[config.mk]
export PLATFORM = sky130hd
export DESIGN_NAME = flash_line_arbiter
export DESIGN_NICKNAME = d
export VERILOG_FILES = /design/src/rtl/flash_line_arbiter_pkg.sv /design/src/rtl/flash_line_arbiter_prio.sv /design/src/rtl/flash_line_arbiter.sv
export SDC_FILE = /design/constraint.sdc
export NUM_CORES = 1
export LEC_CHECK = 0
export ABC_AREA = 1
export BUFFER_PORTS_ARGS = -buffer_cell sky130_fd_sc_hd__buf_2
export CAP_MARGIN = 20
export CORE_MARGIN = 3
export CORE_UTILIZATION = 53
export DETAILED_ROUTE_END_ITERATION = 6
export PLACE_DENSITY = 0.88
export SLEW_MARGIN = 20
export SYNTH_ARGS = -nofsm -noshare
export SYNTH_HDL_FRONTEND = slang
export SYNTH_HIERARCHICAL = 1
export SYNTH_SLANG_ARGS = --single-unit
export TNS_END_PERCENT = 50
[constraint.sdc]
create_clock -name HCLK -period 3.53 [get_ports HCLK]
set_clock_uncertainty 0.1 [all_clocks]
set_input_delay 0 -clock HCLK [delete_from_list [all_inputs] [get_ports HCLK]]
set_output_delay 0 -clock HCLK [all_outputs]
set_load 0.02 [all_outputs]
[src/rtl/flash_line_arbiter_pkg.sv]
// Shared definitions for the flash line arbiter: FSM encoding, default sizes
// and the line-alignment helper used for reader addresses and merge compares.
package flash_line_arbiter_pkg;

    typedef enum logic [1:0] {
        ST_IDLE    = 2'd0,
        ST_ISSUE   = 2'd1,
        ST_BUSY    = 2'd2,
        ST_DELIVER = 2'd3
    } state_t;

    localparam int LINE_SIZE_DEF = 128;
    localparam int ADDR_W        = 24;
    localparam int TIMER_W       = 8;

    // Clears the byte-within-line bits so only the line number remains.
    function automatic logic [ADDR_W-1:0] line_align(input logic [ADDR_W-1:0] a, input int ofs);
        logic [ADDR_W-1:0] mask;
        mask = ~((ADDR_W'(1) << ofs) - ADDR_W'(1));
        return a & mask;
    endfunction

endpackage

[src/rtl/flash_line_arbiter_prio.sv]
// Two-requester priority decision: r0 normally wins, r1 wins once it has lost
// STARVE_LIMIT consecutive arbitrations while pending.
module flash_arb_prio #(
    parameter int STARVE_LIMIT = 2,
    parameter int SW           = 2
) (
    input  logic          i_pend_0,
    input  logic          i_pend_1,
    input  logic [SW-1:0] i_starve,
    output logic          o_win_r1,
    output logic [SW-1:0] o_starve_nxt
);

    logic w_starved;

    assign w_starved = (i_starve == SW'(STARVE_LIMIT));

    always_comb begin
        o_win_r1     = i_pend_1 && (w_starved || !i_pend_0);
        o_starve_nxt = i_starve;
        if (i_pend_1) begin
            if (o_win_r1) begin
                o_starve_nxt = '0;
            end else if (!w_starved) begin
                o_starve_nxt = i_starve + SW'(1);
            end
        end
    end

endmodule

[src/rtl/flash_line_arbiter.sv]
// Shares one flash line reader between an I-cache miss path (r0) and a
// data/prefetch path (r1), merging requests that target the same line.
module flash_line_arbiter
    import flash_line_arbiter_pkg::*;
#(
    parameter int LINE_SIZE    = LINE_SIZE_DEF,
    parameter int STARVE_LIMIT = 2,
    parameter int TIMEOUT      = 255
) (
    input  logic                 HCLK,
    input  logic                 HRESETn,
    input  logic                 r0_req,
    input  logic [ADDR_W-1:0]    r0_addr,
    output logic                 r0_busy,
    output logic                 r0_done,
    input  logic                 r1_req,
    input  logic [ADDR_W-1:0]    r1_addr,
    output logic                 r1_busy,
    output logic                 r1_done,
    output logic [LINE_SIZE-1:0] line_o,
    output logic                 err,
    output logic [ADDR_W-1:0]    fr_addr,
    output logic                 fr_rd,
    input  logic                 fr_done,
    input  logic [LINE_SIZE-1:0] fr_line,
    output state_t               o_dbg_state
);

    localparam int OFS = $clog2(LINE_SIZE / 8);
    localparam int SW  = $clog2(STARVE_LIMIT + 1);

    state_t                r_state;
    state_t                w_state_nxt;
    logic                  r_pend_0;
    logic                  r_pend_1;
    logic [ADDR_W-1:0]     r_addr_0;
    logic [ADDR_W-1:0]     r_addr_1;
    logic                  r_win_r1;
    logic [SW-1:0]         r_starve;
    logic [TIMER_W-1:0]    r_timer;
    logic [LINE_SIZE-1:0]  r_line;
    logic [ADDR_W-1:0]     r_fr_addr;
    logic                  r_err;

    logic                  w_arb;
    logic                  w_win_r1;
    logic [SW-1:0]         w_starve_nxt;
    logic                  w_same_line;
    logic                  w_merge;
    logic                  w_done_0;
    logic                  w_done_1;
    logic                  w_abort;

    flash_arb_prio #(
        .STARVE_LIMIT (STARVE_LIMIT),
        .SW           (SW)
    ) u_prio (
        .i_pend_0     (r_pend_0),
        .i_pend_1     (r_pend_1),
        .i_starve     (r_starve),
        .o_win_r1     (w_win_r1),
        .o_starve_nxt (w_starve_nxt)
    );

    assign w_arb       = (r_state == ST_IDLE) && (r_pend_0 || r_pend_1);
    assign w_same_line = (line_align(r_addr_0, OFS) == line_align(r_addr_1, OFS));
    assign w_merge     = (r_state == ST_DELIVER) && (r_win_r1 ? r_pend_0 : r_pend_1) && w_same_line;
    assign w_done_0    = (r_state == ST_DELIVER) && (!r_win_r1 || w_merge);
    assign w_done_1    = (r_state == ST_DELIVER) && (r_win_r1 || w_merge);
    assign w_abort     = (r_state == ST_BUSY) && !fr_done && (r_timer == TIMER_W'(TIMEOUT));

    always_comb begin
        w_state_nxt = r_state;
        case (r_state)
            ST_IDLE:    if (w_arb) w_state_nxt = ST_ISSUE;
            ST_ISSUE:   w_state_nxt = ST_BUSY;
            ST_BUSY: begin
                if (fr_done)      w_state_nxt = ST_DELIVER;
                else if (w_abort) w_state_nxt = ST_IDLE;
            end
            ST_DELIVER: w_state_nxt = ST_IDLE;
            default:    w_state_nxt = ST_IDLE;
        endcase
    end

    // A new request in the same cycle as its done is accepted: set beats clear.
    always_ff @(posedge HCLK or negedge HRESETn) begin
        if (!HRESETn) begin
            r_pend_0 <= 1'b0;
            r_pend_1 <= 1'b0;
            r_addr_0 <= '0;
            r_addr_1 <= '0;
        end else begin
            if (r0_req && (!r_pend_0 || w_done_0)) begin
                r_pend_0 <= 1'b1;
                r_addr_0 <= r0_addr;
            end else if (w_done_0) begin
                r_pend_0 <= 1'b0;
            end
            if (r1_req && (!r_pend_1 || w_done_1)) begin
                r_pend_1 <= 1'b1;
                r_addr_1 <= r1_addr;
            end else if (w_done_1) begin
                r_pend_1 <= 1'b0;
            end
        end
    end

    // The reader address is loaded on the way into ISSUE so it is stable while fr_rd is high.
    always_ff @(posedge HCLK or negedge HRESETn) begin
        if (!HRESETn) begin
            r_state   <= ST_IDLE;
            r_win_r1  <= 1'b0;
            r_starve  <= '0;
            r_timer   <= '0;
            r_line    <= '0;
            r_fr_addr <= '0;
            r_err     <= 1'b0;
        end else begin
            r_state <= w_state_nxt;
            r_err   <= w_abort;
            case (r_state)
                ST_IDLE: begin
                    if (w_arb) begin
                        r_win_r1  <= w_win_r1;
                        r_starve  <= w_starve_nxt;
                        r_fr_addr <= line_align(w_win_r1 ? r_addr_1 : r_addr_0, OFS);
                    end
                end
                ST_ISSUE: r_timer <= '0;
                ST_BUSY: begin
                    if (fr_done)       r_line  <= fr_line;
                    else if (!w_abort) r_timer <= r_timer + TIMER_W'(1);
                end
                ST_DELIVER: begin
                    if (w_merge && !r_win_r1) r_starve <= '0;
                end
                default: ;
            endcase
        end
    end

    assign r0_busy     = r_pend_0;
    assign r1_busy     = r_pend_1;
    assign r0_done     = w_done_0;
    assign r1_done     = w_done_1;
    assign line_o      = r_line;
    assign err         = r_err;
    assign fr_addr     = r_fr_addr;
    assign fr_rd       = (r_state == ST_ISSUE);
    assign o_dbg_state = r_state;

endmodule

==> flow_metrics.env <==
export IMPL_antenna_found_initial=6
export IMPL_die_area_sq_mm=0.0180
export IMPL_fin_area_sq_mm=0.0135
export IMPL_io_buffers=328
export IMPL_drv_cap=0
export IMPL_setup_viol=0
export IMPL_hold_viol_final=0
export IMPL_drive_gt1_frac=0.242
export IMPL_vdd_drop_max_mv=0.530
export IMPL_drcViolationCount=0
export IMPL_ios=341
export IMPL_grtUsageTotal=0.443
export IMPL_synth_top_family_by_area="simple AND/OR/NAND/NOR gates"
export IMPL_synth_compound_area_frac=0.0261
export IMPL_overflow=0
export IMPL_clock_sinks=204
export IMPL_p_leak_nw=7.44
export IMPL_endpoint_kind="flop"
export IMPL_max_freq_mhz=310
export IMPL_place_inst=1564
export IMPL_muxShareOfSynthArea=0
export IMPL_die_h_microns=134
export IMPL_rsz0062_at_grt="false"
export IMPL_worst_pin_slew_ns=1.08
export IMPL_yosys_warnings=6
export IMPL_viasPerCell=5.65
export IMPL_p_sw_frac=0.466
export IMPL_start_util=0.545
export IMPL_cts_root_buf="clkbuf_16"
export IMPL_synth_xor_area_share=0.00101
export IMPL_hold_class="input port to async pin"
export IMPL_status="completed"
export IMPL_fin_crit_sh=0.915
export IMPL_p_switching_mw=5.77
export IMPL_synthCells=1061
export IMPL_htreeDepth=1
export IMPL_wire_per_inst_microns=21.8
export IMPL_clk_insertion_delay_late_ns=0.50
export IMPL_p_per_area_mw_per_mm2=916
export IMPL_grt_pass1_vias=11015
export IMPL_synth_simple_area_share=0.319
export IMPL_syn_area_sq_mm=0.00869
export IMPL_globalplace_congestion=0.836
export IMPL_first_pass_iters=6
export IMPL_cts_buffers=22
export IMPL_critPathRequiredTime_ns=3.79
export IMPL_core_area_sq_mm=0.0159
export IMPL_cp_common_cell="nand2_1"
export IMPL_ant_nets=0
export IMPL_internal_power_mw=6.62
export IMPL_rows=46
export IMPL_routed_wirelength_microns=40100
export IMPL_dpl_cell_area_sq_mm=0.0105
export IMPL_area_growth_syn_to_layout_pct=55.6
export IMPL_yosysUniqueCellTypes=31
export IMPL_cts_buffer_depth=3
export IMPL_p_seq_frac=0.349
export IMPL_grt_pass1_wl_microns=61000
export IMPL_max_stage_delay_ns=0.79
export IMPL_cp_max_fo=54
export IMPL_maxSlewHeadroom=0.280
export IMPL_die_w_microns=134
export IMPL_place_hpwl_microns=18100
export IMPL_vias=10408
export IMPL_grt_max_degree=112
export IMPL_ys_seq_area_frac=0.587
export IMPL_critical_path_cell_chain="inv_1 -> ha_1 -> nand2_4 -> inv_4 -> buf_4 -> nand2_1 -> nand2_1 -> dlygate4sd3_1"
export IMPL_synth_seq_cells=204
export IMPL_nNetsFinal=1794
export IMPL_crit_type="flop to flop"
export IMPL_syn_avg_cell_area_sq_um=8.19
export IMPL_clkPwrFrac=0.186
export IMPL_synthAdderAreaFrac=0.0101
export IMPL_power_frac_comb=0.465
export IMPL_n_fill_cell=774
export IMPL_drt_iter0_markers=1378
export IMPL_post_route_util=0.848
export IMPL_cts_tree="done"
export IMPL_crit_path_start_kind="flop"
export IMPL_min_period_ns=3.23
export IMPL_slowest_stage="dlygate4sd3_1"
export IMPL_cp_data_arrival_time_ns=3.49
export IMPL_stdcell_count=1842
export IMPL_clk_pin_slew_ns=0.07
export IMPL_drv_slew=0
export IMPL_tns_ns=0
[kinds of logic after synthesis]
group / Yosys count
buffers and inverters: 111
adders and majority gates: 7
DFF: 204
and+or+nand+nor: 699
xor gates and xnor gates: 1
AOI/OAI and AO/OA: 38
other: 1
[metal layers]
layer / global-route usage / wire (microns) / up-vias
li1: - / - / 4332
met1: 0.454 / 12100 / 4752
met2: 0.726 / 19100 / 981
met3: 0.162 / 4760 / 339
met4: 0.361 / 4150 / 4
met5: 0.0139 / 34 / -
[power by group through the flow]
stage | sequential [mW] | combinational [mW] | clock [mW]
detailed placement | 4.09 | 4.72 | 0
global placement | 4.05 | 4.56 | 0
global route | 4.38 | 6.15 | 2.42
floorplan | 5.01 | 2.16 | 0
finish | 4.32 | 5.76 | 2.31
CTS | 4.09 | 5.21 | 2.25
[what timing repair did]
item	in CTS	in global routing
hold buffers	234	0
hold endpoints to repair	278	0
setup buffers	0	0
setup endpoints to repair	0	2
resized for setup	0	1
[through the flow]
step                      total power, mW  hold WS (ns)  setup WS [ns]
final                                12.4        0.0859          0.301
after global routing                 13.0         0.138          0.238
after floorplan                      7.16        -0.396           1.60
after CTS                            11.6        0.0781          0.353
after detailed placement             8.82        0.0843          0.927
after global placement               8.61        0.0839          0.998
[synth_stat cells, drive strengths merged]
cell type | instances | share of area
ha | 7 | 0.010
dfrtp | 204 | 0.59
o21bai | 1 | 0.00086
xor2 | 1 | 0.0010
nand3 | 51 | 0.030
nor3b | 1 | 0.00086
nand2 | 588 | 0.26
nand4 | 4 | 0.0029
nor3 | 2 | 0.0012
a22oi | 1 | 0.00086
inv | 57 | 0.025
o21ai | 8 | 0.0046
a31oi | 20 | 0.014
nor2 | 49 | 0.022
conb | 1 | 0.00043
buf | 16 | 0.016
a21oi | 6 | 0.0039
and3 | 1 | 0.00072
o22ai | 2 | 0.0014
clkbuf | 36 | 0.016
or2 | 3 | 0.0022
clkinv | 2 | 0.00086
[layout by cell type (no fill, tap or decap), drive strengths merged, types with 2 or more instances in the layout]
cell         instances
diode                5
o21ai                8
inv                 57
nor3                 2
ha                   7
clkinv               8
conb                 4
nand3               51
nand4                4
o22ai                2
dlygate4sd3        234
nand2              588
or2                  3
buf                335
a31oi               20
clkbuf              34
a21oi                6
nor2                49
dfrtp              204
[area by class of cell]
type / count / area [sq um] / area share
clock buffer: 33 / 673 / 0.0498
antenna: 5 / 12.5 / 0.000925
tap: 216 / 270 / 0.0200
inverter: 59 / 224 / 0.0166
sequential: 204 / 5100 / 0.377
clock inverter: 6 / 30.0 / 0.00222
multi-input combinational: 749 / 3120 / 0.231
timing repair buffer: 570 / 4090 / 0.302
[flip-flops by register name, summed over array words and instances, names as in the netlist]
name         count
line_o         128
fr_addr         20
r_addr_0        20
r_addr_1        20
r_timer          8
o_dbg_state      2
r_starve         2
err              1
r0_busy          1
r1_busy          1
r_win_r1         1
[worst paths after layout]
| kind | from | to | slack [ns] | cells after the start |
|---|---|---|---|---|
| setup / recovery | o_dbg_state[0] | line_o[117] | 0.30 | 8 |
| hold / removal | HRESETn | line_o[65] | 0.09 | 2 |
| setup reg to reg | o_dbg_state[0] | line_o[117] | 0.30 | 8 |
| hold reg to reg | line_o[87] | line_o[87] | 0.37 | 2 |
| max in group asynchronous | HRESETn | r_addr_1[14] | 2.39 | 3 |
| min in group HCLK | r1_req | r1_busy | 0.13 | 3 |
[critical path, delay by kind of cell, from the launching register on]
| family | cells | cell delay (ns) |
|---|---|---|
| AND/OR/NAND/NOR | 3 | 0.43 |
| adder cells (fa/ha/maj) | 1 | 0.30 |
| buffers and inverters | 4 | 1.79 |
| flip-flops | 1 | 0.44 |
(Power assumes the default switching activity.)
